[src/rtl/pulse_shaper_pkg.sv]
// Shared definitions for pulse_shaper: FSM state encoding and count sanitizing.
package pulse_shaper_pkg;

  localparam logic [1:0] IDLE  = 2'd0;
  localparam logic [1:0] DELAY = 2'd1;
  localparam logic [1:0] HIGH  = 2'd2;
  localparam logic [1:0] LOW   = 2'd3;

  localparam int unsigned SAN_W = 32;

  // A zero width/repeat count means "one"; callers cast to their own width (<= SAN_W).
  function automatic logic [SAN_W-1:0] sanitize(input logic [SAN_W-1:0] v);
    return (v == '0) ? SAN_W'(1) : v;
  endfunction

endpackage

[src/rtl/pulse_shaper_counter.sv]
// phase_counter: loadable down-counter that holds at zero and flags it.
module phase_counter #(
  parameter int unsigned CNT_W = 16
) (
  input  logic             clk,
  input  logic             rst,
  input  logic             load,
  input  logic [CNT_W-1:0] load_val,
  output logic             zero_c
);

  logic [CNT_W-1:0] cnt;

  always_ff @(posedge clk or posedge rst) begin
    if (rst) begin
      cnt <= '0;
    end else if (load) begin
      cnt <= load_val;
    end else if (cnt != '0) begin
      cnt <= cnt - CNT_W'(1);
    end
  end

  assign zero_c = (cnt == '0);

endmodule

[src/rtl/pulse_shaper.sv]
// Expands a trigger tick into delay + N programmable high/low pulses.
// Optional retrigger-while-busy behaviour: define PULSE_SHAPER_RETRIGGER_EN.
module pulse_shaper
  import pulse_shaper_pkg::*;
#(
  parameter int unsigned CNT_W       = 16,
  parameter int unsigned REP_W       = 8,
  parameter bit          ACTIVE_HIGH = 1'b1
) (
  input  logic             clk,
  input  logic             rst,
  input  logic             trigger,
  input  logic             abort,
  input  logic [CNT_W-1:0] delay_cycles,
  input  logic [CNT_W-1:0] high_cycles,
  input  logic [CNT_W-1:0] low_cycles,
  input  logic [REP_W-1:0] repeat_count,
  output logic             pulse_out,
  output logic             busy,
  output logic             done_tick
);

  logic [1:0]       state, next_state;
  logic [CNT_W-1:0] high_lat, low_lat;
  logic [REP_W-1:0] rep;
  logic [CNT_W-1:0] high_in_c, low_in_c;
  logic [REP_W-1:0] rep_in_c;
  logic             start_c;
  logic             cnt_zero_c;
  logic             cnt_load_c;
  logic [CNT_W-1:0] cnt_val_c;
  logic             rep_dec_c;
  logic             rep_zero_c;
  logic             pulse_nxt_c;
  logic             busy_nxt_c;
  logic             done_nxt_c;

  assign high_in_c  = CNT_W'(sanitize(SAN_W'(high_cycles)));
  assign low_in_c   = CNT_W'(sanitize(SAN_W'(low_cycles)));
  assign rep_in_c   = REP_W'(sanitize(SAN_W'(repeat_count)));
  assign rep_zero_c = (rep == '0);

`ifdef PULSE_SHAPER_RETRIGGER_EN
  assign start_c = trigger & ~abort;
`else
  assign start_c = trigger & ~abort & (state == IDLE);
`endif

  phase_counter #(.CNT_W(CNT_W)) u_phase_counter (
    .clk      (clk),
    .rst      (rst),
    .load     (cnt_load_c),
    .load_val (cnt_val_c),
    .zero_c   (cnt_zero_c)
  );

  // State register
  always_ff @(posedge clk or posedge rst) begin
    if (rst) begin
      state <= IDLE;
    end else begin
      state <= next_state;
    end
  end

  // Next-state logic; abort of a running sequence beats any trigger
  always_comb begin
    next_state = state;
    if (abort && (state != IDLE)) begin
      next_state = IDLE;
    end else if (start_c) begin
      next_state = (delay_cycles == '0) ? HIGH : DELAY;
    end else if (cnt_zero_c) begin
      case (state)
        DELAY:   next_state = HIGH;
        HIGH:    next_state = rep_zero_c ? IDLE : LOW;
        LOW:     next_state = HIGH;
        default: next_state = state;
      endcase
    end
  end

  // Counter control and next values of the registered outputs
  always_comb begin
    cnt_load_c  = start_c || (next_state != state);
    cnt_val_c   = '0;
    rep_dec_c   = (state == HIGH) && (next_state == LOW);
    done_nxt_c  = (state == HIGH) && (next_state == IDLE) && !abort;
    busy_nxt_c  = (next_state != IDLE);
    pulse_nxt_c = (next_state == HIGH) ? ACTIVE_HIGH : ~ACTIVE_HIGH;
    if (start_c) begin
      cnt_val_c = (delay_cycles == '0) ? (high_in_c - CNT_W'(1))
                                       : (delay_cycles - CNT_W'(1));
    end else if (next_state == HIGH) begin
      cnt_val_c = high_lat - CNT_W'(1);
    end else if (next_state == LOW) begin
      cnt_val_c = low_lat - CNT_W'(1);
    end
  end

  // Configuration capture, repeat counter and output registers
  always_ff @(posedge clk or posedge rst) begin
    if (rst) begin
      high_lat  <= '0;
      low_lat   <= '0;
      rep       <= '0;
      pulse_out <= ~ACTIVE_HIGH;
      busy      <= 1'b0;
      done_tick <= 1'b0;
    end else begin
      if (start_c) begin
        high_lat <= high_in_c;
        low_lat  <= low_in_c;
        rep      <= rep_in_c - REP_W'(1);
      end else if (rep_dec_c) begin
        rep <= rep - REP_W'(1);
      end
      pulse_out <= pulse_nxt_c;
      busy      <= busy_nxt_c;
      done_tick <= done_nxt_c;
    end
  end

endmodule

[config.mk]
export PLATFORM = sky130hd
export DESIGN_NAME = pulse_shaper
export DESIGN_NICKNAME = d
export VERILOG_FILES = /design/src/rtl/pulse_shaper_pkg.sv /design/src/rtl/pulse_shaper_counter.sv /design/src/rtl/pulse_shaper.sv
export SDC_FILE = /design/constraint.sdc
export NUM_CORES = 1
export LEC_CHECK = 0
export CAP_MARGIN = 20
export CORE_UTILIZATION = 40
export DETAILED_ROUTE_END_ITERATION = 8
export PLACE_DENSITY_LB_ADDON = 0.25
export SYNTH_ARGS = -nofsm -noshare
export SYNTH_HDL_FRONTEND = slang
export SYNTH_SLANG_ARGS = --single-unit
[constraint.sdc]
create_clock -name clk -period 3.81 [get_ports clk]
set_clock_uncertainty 0.2 [all_clocks]
set_input_delay 0.5715 -clock clk [delete_from_list [all_inputs] [get_ports clk]]
set_output_delay 0.5715 -clock clk [all_outputs]
set_load 0.05 [all_outputs]
==> results of run 1 <==
cell families (layout without fill, tap and decap cells):
logic type | after synthesis | in the layout | share of synthesized area, %
buffers and inverters | 34 | 149 | 3.44
DFF | 61 | 61 | 33.6
AOI/OAI and AO/OA | 113 | 113 | 16.6
muxes | 11 | 11 | 2.45
adders and majority gates | 6 | 6 | 1.65
and+or+nand+nor | 287 | 287 | 31.2
xor gates and xnor gates | 57 | 57 | 11.0
final cells by class:
| type | instances | area, sq um |
|---|---|---|
| clock buffer | 9 | 225 |
| timing repair buffer | 121 | 1080 |
| fill | 1051 | 4930 |
| multi-input combinational | 474 | 2870 |
| sequential | 61 | 1530 |
| clock inverter | 7 | 82.6 |
| inverter | 12 | 45.0 |
| tap | 140 | 175 |
cell usage after synthesis, drive strengths merged, types with 3 or more instances:
cell / n / share of area, %
buf: 9 / 1.4
inv: 12 / 0.99
or2: 4 / 0.55
a31oi: 12 / 1.7
a21oi: 41 / 4.7
nand2: 136 / 11
nor4: 21 / 3.6
clkbuf: 13 / 1.1
nor2b: 5 / 0.69
o211ai: 12 / 2.6
nor2: 51 / 4.3
a211oi: 5 / 0.83
o31ai: 4 / 0.66
nand3: 7 / 0.77
nor4b: 3 / 0.72
xnor2: 25 / 4.8
or3: 7 / 0.96
or4: 8 / 1.5
dfrtp: 61 / 34
o21ai: 16 / 1.8
mux2i: 10 / 2.2
nor3b: 3 / 0.50
ha: 6 / 1.7
xor2: 32 / 6.2
a32oi: 3 / 0.58
nand4: 5 / 0.83
nor3: 20 / 2.3
worst max path at each step:
stage          depth (start not counted)  slack [ps]             start                       to
2_1_floorplan                         14         150  delay_cycles[11]   u_phase_counter.cnt[8]
3_3_place_gp                          14        -140   high_cycles[11]  u_phase_counter.cnt[14]
3_5_place_dp                          14        -260   high_cycles[12]  u_phase_counter.cnt[12]
4_1_cts                               14         100   high_cycles[12]  u_phase_counter.cnt[12]
5_1_grt                               14          30   high_cycles[12]  u_phase_counter.cnt[12]
6_report                              14         130   high_cycles[12]  u_phase_counter.cnt[12]
registers in the layout, indices dropped and copies added, names as in the netlist:
register,cells
done_tick,1
rep,8
u_phase_counter.cnt,16
busy,1
low_lat,16
high_lat,16
state,2
pulse_out,1
per-stage QoR:
stage	cell area (sq um)	setup TNS, ps
2_1_floorplan	4540	0
3_3_place_gp	5690	-411
3_5_place_dp	5690	-707
4_1_cts	6000	0
5_1_grt	6000	0
6_report	6000	0
routing by layer:
layer  share of wire (%)  track usage [%]
met1                  47             33.5
met2                  45             37.3
met3                 5.0             4.16
met4                 2.7             11.4
met5                   0                0
power by group:
group          internal [W]  switching, W
combinational      0.000688      0.000856
clock              0.000516      0.000338
sequential         0.000953      0.000366
worst min-delay path, stage by stage, from the launching register on:
cell,delay (ps)
sky130_fd_sc_hd__dfrtp_1,360
sky130_fd_sc_hd__nand2_1,60
sky130_fd_sc_hd__nand2_1,60
==> reports/results.txt, run 1 <==
The flow ran to the end, and the final reports show no timing, DRC or antenna violations. The initial cell density of the core is 41.5%, and the DRC violation count after routing is 0. The run gives 54.9% as the final standard cell utilization of the core. For the maximum frequency from static timing analysis, the log shows 272 MHz. The worst path in the final design needs a cycle of 3680 ps, including I/O delays and setup. Number of register bits inferred by synthesis: 61.

In the post-route analysis, the smallest setup slack over all paths is 131 ps. The number of buffers on the longest clock path is 2, and the synthesized netlist net count is 635. In this run the worst path has a maximum fanout of 5. The sort of element at the start of the critical path was a primary input. Yosys printed 0 warnings.

The tools report the buffer cell driving the clock tree root as sky130_fd_sc_hd__clkbuf_16. Once detail routing completed, the nets flagged for antenna violations numbered 0. Worst slack at placement: -259 ps. The final route contains 4602 vias. The number of post-CTS setup repair buffers came out at 0.

The transition time at the pin with the least slew margin is 955 ps. The tools report the final wirelength as 13400 microns. The run gives 0 as the number of failing hold endpoints at the final stage. The combined buffer and inverter count along the critical path works out to 2. The worst register-to-register path has a depth of 9. Measured against its own limit, the worst slew margin works out to 36.2%.

Across the run, the number of max-cap violations was 0. The die footprint was 0.0118 sq mm. Traced cell by cell, the critical path runs through clkdlybuf4s50_1 -> nor4_1 -> and4b_1 -> nand2_1 -> o21bai_1 -> a21oi_2 -> ha_1 -> or4b_4 -> buf_4 -> a31o_2 -> or4_4 -> xor2_1 -> a32oi_1 -> o41ai_1. The number of port buffers works out to 62. The beginning of the worst hold path is low_lat[15]. The worst path uses 96.6% of the clock period. After synthesis, the mean cell area works out to 7.98 sq um. Counting tap cells, the placed design contains a total of 808 instances. The logs give 22000 microns for the first-pass GRT wire length and 0.317 mV for the worst-case vdd ir drop. The tools report the netlist area before placement as 0.00454 sq mm.

The worst flop-to-flop path endpoint is rep[6]. The netlist uses 73 different library cells. In this design, the largest share of critical-path delay is due to simple AND/OR/NAND/NOR gates.

The run gives 10400 microns as the HPWL after detailed placement. The type of element capturing the critical path is a flip-flop. The count of cells in the finished layout, fillers not included, comes to 824. Number of hold buffers added after cts: 0.

The startpoint identified for the worst register-to-register timing path is state[1]. The run gives 0.910 as the weighted congestion at the end of routability-driven global placement. The largest single stage delay on the critical path is 500 ps. The run gives 38 as the placement row count. The first routing iteration left 295 violations. In this run the vertical extent of the chip is 109 microns.

Setup slack on the worst reg-to-reg path comes out at 900 ps. The post-route netlist has 15.6% of its cells at a drive strength greater than 1. The final layout contains 745 nets. The largest individual stage delay along the critical path comes from the cell sky130_fd_sc_hd__or4_4.

For hold timing, the worst endpoint is low_lat[15]. The number of standard cells after synthesis came out at 569. For this design, the sink count on the clock tree is 61. Type of the tightest min-delay check: reg2reg. The count of instances resized after the clock tree is built is 0. The global-route congestion overflow total is 0, and the post-synthesis sequential area ratio is 33.6%. Setup repair after global routing left no endpoint under its margin. The most common cell after layout, fill and taps aside is sky130_fd_sc_hd__nand2_1.

The required arrival time at the worst endpoint is 3830 ps. The setup violation total in the final timing report is 0. The logs give 4469 for the via count of the first global-routing pass and 0.0109 sq mm for the core area.

The number of antenna diodes in the final layout is 0. Counting flops with an async set or reset pin after synthesis yields a share of 100%. The tightest hold path in the finished design has a slack of 310 ps.

The number of buffers created by CTS was 9; the number of enable-type register cells in the synthesized netlist was 0. The mean routed wirelength per cell is 16.2 microns. Using the TritonRoute via totals, the vias-per-cell ratio works out to 5.58. Before antenna repair, the detailed router went through 5 iterations.

The type of the worst setup path is in2reg. The area growth from synthesis to layout is 32.1%. The register clock-pin slew on the reported worst setup and hold paths was 60 ps.

For this design the ratio of total power to cell area is 619 mW/mm^2. Leaving out fill and tap cells, the most frequent cells in the layout are sky130_fd_sc_hd__nand2_1 (135), sky130_fd_sc_hd__clkdlybuf4s50_1 (62), sky130_fd_sc_hd__dfrtp_1 (61). Along the worst hold path, the cell count comes to 2.

TritonCTS built the clock tree. Total leakage power: 2.48 nW. For the endpoint arrival time on the critical path, the log shows 3700 ps. For the number of antenna violations at the first check in global routing, the log shows 0.

The logs give 24.4% for the overall global routing resource usage and 350 ps for the clock network latency to the later pin of the worst-skew pair. During I/O placement, the number of pins put on the boundary was 63. The count of pins over their slew limit is 0, and the width of the die is 109 microns. Main flop type after synthesis: sky130_fd_sc_hd__dfrtp_1.

For the overall power consumption, the log shows 0.00372 W. Entering global routing, the biggest net connects 53 pins. The H-tree depth was 3.
No activity file was read; power rests on OpenSTA's default activity.
==> run 2: changes to the inputs <==
Settings changed: CTS_CLUSTER_SIZE set to 24, SKIP_LAST_GASP set to 1.
Clock period 3.81 ns to 4.5 ns, I/O delays scaled along.
==> reports/results.txt, run 2 (same netlist as run 1, synthesis figures left out) <==
The number of buffers on the longest clock path is 2 (unchanged), and the number of vias in the routed layout is 4541 (-1.3%). The run gives 1150 ps (+250 ps) as the flop-to-flop setup slack. For the total inserted antenna cells, the log shows 0 (unchanged).

The slowest cell on the critical path is sky130_fd_sc_hd__clkdlybuf4s50_1. The number of top-level design ports was 63 (unchanged). The logs give 306 (+3.7%) for the number of DRC markers in iteration 0 and 0.914 (+0.43%) for the weighted congestion at the end of routability-driven global placement.

The largest fanout on the critical path is 6 (+1), and the count of instances resized after the clock tree is built is 0 (unchanged). The run gives 0.00311 W (-16%) as the overall power consumption. The tools report the number of failing hold endpoints at the final stage as 0 (unchanged). The endpoint arrival time on the critical path is 4010 ps (+310 ps). The area taken by flip-flops and latches is 0.00153 sq mm (unchanged). STA classifies the critical path endpoint as a flip-flop.

The number of vias per cell after detailed routing was 5.80 (+3.8%). Combined buffer and inverter count along the critical path: 1 (-1). The largest registers in the layout are high_lat: 16 flops, low_lat: 16 flops, u_phase_counter.cnt: 16 flops.

The run gives 0.0118 sq mm (unchanged) as the die footprint. The required arrival time at the worst endpoint was 4500 ps (+670 ps); the count of cells along the worst register-to-register path was 10 (+1). The part of the total power dissipated in sequential elements is 36.2% (+0.7 points), and the number of cells on the critical path is 14 (unchanged). Relative to the synthesized area, the layout overhead comes to 25.1%. The accumulated negative setup slack is 0 ps (unchanged). The mean routed wirelength per cell was 17.0 microns (+4.9%); the layout filler cell count was 1072 (+2.0%). The core area is 0.0109 sq mm (unchanged), and the number of port buffers is 62 (unchanged). The overall global routing resource usage came out at 24.3% (-0.10 points). For the placement row count, the log shows 38 (unchanged). The total power per unit cell area came out at 547 mW/mm^2 (-12%). Clock tree synthesis selected as its root buffer the cell sky130_fd_sc_hd__clkbuf_16. The logs give 0 (unchanged) for the count of pins over their slew limit and 2.28 nW (-8.1%) for the total leakage power. Largest stage delay on the critical path: 540 ps (+40 ps).

The run gives 61 (unchanged) as the clock sink count. H-tree depth: 3 (unchanged). The run finished with clean final reports. The tools report the setup violation total in the final timing report as 0 (unchanged). Traced cell by cell, the critical path runs through clkdlybuf4s50_1 -> nor4_1 -> and4b_1 -> nand2_1 -> o21bai_1 -> a21oi_1 -> ha_1 -> or4b_4 -> or4_4 -> or4_1 -> a31oi_1 -> a31oi_1 -> a21oi_2 -> a21oi_1. Register clock-pin slew on the reported worst setup and hold paths: 60 ps (about the same). Transition time at the pin with the least slew margin: 888 ps (-67.8 ps). The logs give 0 (unchanged) for the number of antenna violations at the first check in global routing and 10200 microns (-2.3%) for the HPWL after detailed placement. The number of hold buffers added after cts was 0 (unchanged); the part of the power in combinational logic was 40.1% (-1.5 points). The type of the worst setup path is in2reg. The power dissipated by switching net loads is 0.00132 W (-15%), and the number of nets in the layout is 704 (-5.5%). The switching part of the total power works out to 42.5% (+0.50 points).

The number of detailed-route iterations in the first pass was 5 (unchanged). The width of the die came out at 109 microns (unchanged). The y dimension of the die was 109 microns (unchanged); the remaining antenna violation count after routing was 0 (unchanged).

The run gives 340 ps (about the same) as the clock network latency to the later pin of the worst-skew pair. Worst-case vdd ir drop: 0.261 mV (-18%). The hold-critical path depth came out at 2 (unchanged). The logs give 23.7% (+0.7 points) for the clock network fraction of design power and 0.00287 sq mm (-0.13%) for the area taken by multi-input logic gates. The final wirelength was 13300 microns (-0.33%); the tightest slew margin relative to the limit was 40.3% (+4.1 points). The pin count of the biggest net entering global routing was 53 (unchanged).

The number of buffers created by CTS is 9 (unchanged). The minimum period implied by the final worst setup slack is 4010 ps. TritonCTS built the clock tree.

The global-route congestion overflow total is 0 (unchanged). The share of cells above drive strength 1 was 10.1% (-5.5 points). The library cells used most frequently in the layout, excluding fill and tap cells, are sky130_fd_sc_hd__nand2_1 (135), sky130_fd_sc_hd__clkdlybuf4s50_1 (62), sky130_fd_sc_hd__dfrtp_1 (61). The logs give 0 (unchanged) for the reported max-cap violation count and 51.9% (-2.9 points) for the final standard cell utilization of the core. The type of the tightest min-delay check is reg2reg.

Maximum frequency from static timing analysis: 249 MHz. The family of cells with the greatest summed delay on the critical path was simple AND/OR/NAND/NOR gates. The most common cell after layout, fill and taps aside was sky130_fd_sc_hd__nand2_1.

After layout, the worst path uses 89.1% of the clock period. The DRC violation count after routing was 0 (unchanged). The first-pass GRT wire length was 21800 microns (-0.75%); the initial cell density of the core was 41.5% (unchanged).

The tools report the internal power summed over all cells as 0.00179 W (-17%). The number of post-CTS setup repair buffers came out at 0 (unchanged). The sort of element at the start of the critical path is a primary input. The via count of the first global-routing pass was 4283 (-4.2%).

Setup repair after global routing left no endpoint under its margin.
==> run 2: layer usage <==
metal | GRT usage, % | up-vias | wire [microns]
li1 | - | 2168 | -
met1 | 33.7 | 2171 | 6160
met2 | 36.6 | 174 | 5930
met3 | 4.82 | 28 | 886
met4 | 10.5 | 0 | 344
met5 | 0 | - | 0
==> run 2: final cells by class <==
cell class / instances / share of cell area, %
Clock buffer: 10 / 4.21
Sequential cell: 61 / 26.9
Tap cell: 140 / 3.08
Timing Repair Buffer: 80 / 13.3
Inverter: 12 / 0.793
Multi-Input combinational cell: 474 / 50.5
Clock inverter: 6 / 1.26
==> run 2: worst paths after layout <==
kind / start / to
min in group asynchronous: rst / low_lat[8]
min: low_lat[15] / low_lat[15]
max reg2reg: u_phase_counter.cnt[0] / u_phase_counter.cnt[0]
max in group asynchronous: rst / low_lat[2]
max: high_cycles[14] / u_phase_counter.cnt[8]
min reg2reg: low_lat[15] / low_lat[15]
==> run 2: through the flow <==
stage               hold WS [ps]  setup WS (ps)  instance area [sq um]  cells
CTS                          312            533                   5680    783
detailed placement           292            183                   5370    767
global placement             285            243                   5370    767
floorplan                    266            734                   4540    569
global route                 348            345                   5680    783
finish                       314            489                   5680    783
==> run 2: power by group through the flow <==
stage	combinational (W)	clock (W)	sequential, W
floorplan	0.000926	0	0.00106
global placement	0.00120	0	0.00111
detailed placement	0.00123	0	0.00112
CTS	0.00124	0.000739	0.00112
global route	0.00139	0.000766	0.00116
finish	0.00125	0.000735	0.00113
==> run 2: worst min-delay path: cells and delay by family, from the launching register on <==
family        cells  cell delay [ps]
simple gates      2              120
flops             1              370
==> run 3: changes to the inputs <==
Settings changed: CORE_ASPECT_RATIO set to 0.8, GPL_ROUTABILITY_DRIVEN set to 0.
==> reports/results.txt, run 3 (same netlist as run 1, synthesis figures left out) <==
The number of port buffers was 62 (unchanged); the placement row count was 34 (-11%). The combined buffer and inverter count along the critical path is 1 (unchanged). The tools report the HPWL after detailed placement as 10300 microns (+0.91%). The slowest stage of the critical path belongs to the cell sky130_fd_sc_hd__clkdlybuf4s50_1. The largest stage delay on the critical path was 560 ps (+20 ps); the number of nets in the layout was 707 (+0.43%). Compared with the post-synthesis result, the final layout area differs by 25.5%. Leaving out fill and tap cells, the most frequent cell in the layout is sky130_fd_sc_hd__nand2_1. The required arrival time at the worst endpoint was 4490 ps (about the same); the share of cells above drive strength 1 was 10.4% (+0.26 points).

Setup repair after global routing left no endpoint under its margin. The run gives 2.30 nW (+0.69%) as the total leakage power. The tools report the launch instance of the worst register-to-register path as u_phase_counter.cnt[0]. TritonCTS built the clock tree. Traced cell by cell, the critical path runs through clkdlybuf4s50_1 -> nor4_1 -> and4b_1 -> nand2_1 -> o21bai_1 -> a21oi_1 -> ha_1 -> or4b_4 -> or4_4 -> or4_1 -> a31oi_1 -> a31oi_1 -> a21oi_2 -> a21oi_1.

The die footprint is 0.0118 sq mm (about the same). The tightest min-delay check is of the reg2reg type. The kind of cell with the highest combined delay along the critical path is simple AND/OR/NAND/NOR gates. The number of vias per cell after detailed routing came out at 5.66 (-2.4%). The number of antenna violations at the first check in global routing was 0 (unchanged). The minimum period implied by the final worst setup slack is 4100 ps (+85.6 ps), and the number of buffers created by CTS is 9 (unchanged). The logs give 0 (unchanged) for the count of instances resized after the clock tree is built and 24.2% (-0.10 points) for the overall global routing resource usage.

The initial cell density of the core was 41.4% (-0.15 points). The worst-case vdd ir drop was 0.238 mV (-8.9%); the mean routed wirelength per cell was 17.3 microns (+1.7%). The run finished with clean final reports.

The width of the die was 121 microns (+12%); the register clock-pin slew on the reported worst setup and hold paths was 50 ps (about the same). The number of hold buffers added after cts is 0 (unchanged). The overall power consumption is 0.00307 W (-1.1%). The type of the worst setup path was in2reg.

The worst setup path is launched from a primary input. For the accumulated negative setup slack, the log shows 0 ps (unchanged). In the final layout, the registers with the most flip-flops are high_lat: 16 flops, low_lat: 16 flops, u_phase_counter.cnt: 16 flops. The total power per unit cell area came out at 539 mW/mm^2 (-1.4%).

The number of cells on the critical path works out to 14 (unchanged). For the flop-to-flop setup slack, the log shows 1020 ps (-130 ps). The logs give 0 (unchanged) for the setup violation total in the final timing report and 63 (unchanged) for the number of top-level design ports. The clock network latency to the later pin of the worst-skew pair was 330 ps (about the same).

The logs give 4230 (-1.2%) for the via count of the first global-routing pass and 4472 (-1.5%) for the number of vias in the routed layout. Final design instance area without fill: 0.00570 sq mm (+0.35%). The run gives 312 ps (-1.60 ps) as the hold slack. The y dimension of the die is 97.3 microns (-10%), and the tightest slew margin relative to the limit is 38.0% (-2.3 points).

Worst flop-to-flop path endpoint: u_phase_counter.cnt[0]. The number of detailed-route iterations in the first pass is 5 (unchanged), and the clock sink count is 61 (unchanged). For the layout filler cell count, the log shows 1087 (+1.4%).

In this run the worst setup path begins at high_cycles[12]. The count of cells along the worst register-to-register path is 10 (unchanged), and the final wirelength is 13700 microns (+2.6%). Number of post-CTS setup repair buffers: 0 (unchanged). The number of failing hold endpoints at the final stage was 0 (unchanged); the period utilization was 91.0% (+1.9 points). In this run the worst setup path terminates at u_phase_counter.cnt[8].

The top cell types in the final layout, fill and taps aside, are sky130_fd_sc_hd__nand2_1 (135), sky130_fd_sc_hd__clkdlybuf4s50_1 (62), sky130_fd_sc_hd__dfrtp_1 (61). For the endpoint arrival time on the critical path, the log shows 4090 ps (+80 ps). The pin count of the biggest net entering global routing is 53 (unchanged), and the hold-critical path depth is 2 (unchanged).

The largest fanout on the critical path works out to 6 (unchanged). The tree is rooted in a sky130_fd_sc_hd__clkbuf_16. The run gives 0 (unchanged) as the reported max-cap violation count. The run gives 3 (unchanged) as the H-tree depth.

The cell area after placement is 0.00540 sq mm (+0.51%), and the number of DRC markers in iteration 0 is 351 (+15%). The logs give 22200 microns (+1.9%) for the first-pass GRT wire length and 0 (unchanged) for the DRC violation count after routing. The total inserted antenna cells is 0 (unchanged).

STA classifies the critical path endpoint as a flip-flop. The transition time at the pin with the least slew margin is 929 ps (+41.7 ps), and the maximum frequency from static timing analysis is 244 MHz (-2.1%). The logs give 0.0110 sq mm (+0.37%) for the core area and 2 (unchanged) for the number of buffers on the longest clock path. The count of pins over their slew limit is 0 (unchanged). The remaining antenna violation count after routing is 0 (unchanged), and the global-route congestion overflow total is 0 (unchanged).
==> run 3: changes by cell type in the layout (fill, tap and decap cells not counted) <==
cell                         before  now
sky130_fd_sc_hd__clkinv_2         0    1
sky130_fd_sc_hd__clkinvlp_4       2    1
sky130_fd_sc_hd__clkbuf_1         0    1
sky130_fd_sc_hd__buf_4           18   21
sky130_fd_sc_hd__inv_6            1    0
==> run 3: how the worst min path moves through the flow <==
stage                     slack [ps]            to    startpoint
after floorplan                  270  high_lat[15]  high_lat[15]
after global placement           280  high_lat[15]  high_lat[15]
after detailed placement         300   low_lat[15]   low_lat[15]
after CTS                        310  high_lat[15]  high_lat[15]
after global routing             340    low_lat[5]    low_lat[5]
final                            310    low_lat[5]    low_lat[5]
==> run 3: area by class of cell <==
class | count | area, sq um | share of cell area, %
Tap cell | 144 | 180 | 3.16
Clock buffer | 11 | 243 | 4.26
Sequential cell | 61 | 1530 | 26.8
Multi-Input combinational cell | 474 | 2870 | 50.3
Inverter | 12 | 45.0 | 0.790
Timing Repair Buffer | 83 | 778 | 13.7
Clock inverter | 5 | 60.1 | 1.05
==> run 3: metal layers <==
layer	global-route usage, %	vias to the layer above	share of wire, %
met4	5.98	0	0.91
li1	-	2165	-
met5	0	-	0
met3	3.87	12	5.8
met2	34.7	158	42
met1	37.3	2137	51
==> run 3: power breakdown <==
part / leakage, nW / internal, W / switching (W)
clock: 0.146 / 0.000444 / 0.000255
sequential: 0.747 / 0.000807 / 0.000330
combinational: 1.41 / 0.000534 / 0.000703
total: 2.30 / 0.00179 / 0.00129
==> run 3: through the flow <==
stage	worst slack [ps]	utilization, %	instances
3_5_place_dp	106	49.2	774
4_1_cts	449	51.9	790
6_report	403	51.9	790
2_1_floorplan	734	-	569
5_1_grt	207	51.9	790
3_3_place_gp	185	49.2	774
==> run 3: worst register-to-register path, stage by stage, from the launching register on <==
cell and delay (ps):
sky130_fd_sc_hd__dfrtp_1 410, sky130_fd_sc_hd__inv_1 90, sky130_fd_sc_hd__ha_1 160, sky130_fd_sc_hd__nor3b_1 320, sky130_fd_sc_hd__nand4_2 480, sky130_fd_sc_hd__or3b_1 520
sky130_fd_sc_hd__nand3_1 130, sky130_fd_sc_hd__buf_4 350, sky130_fd_sc_hd__mux2i_1 140, sky130_fd_sc_hd__a22oi_1 400, sky130_fd_sc_hd__a21oi_1 130
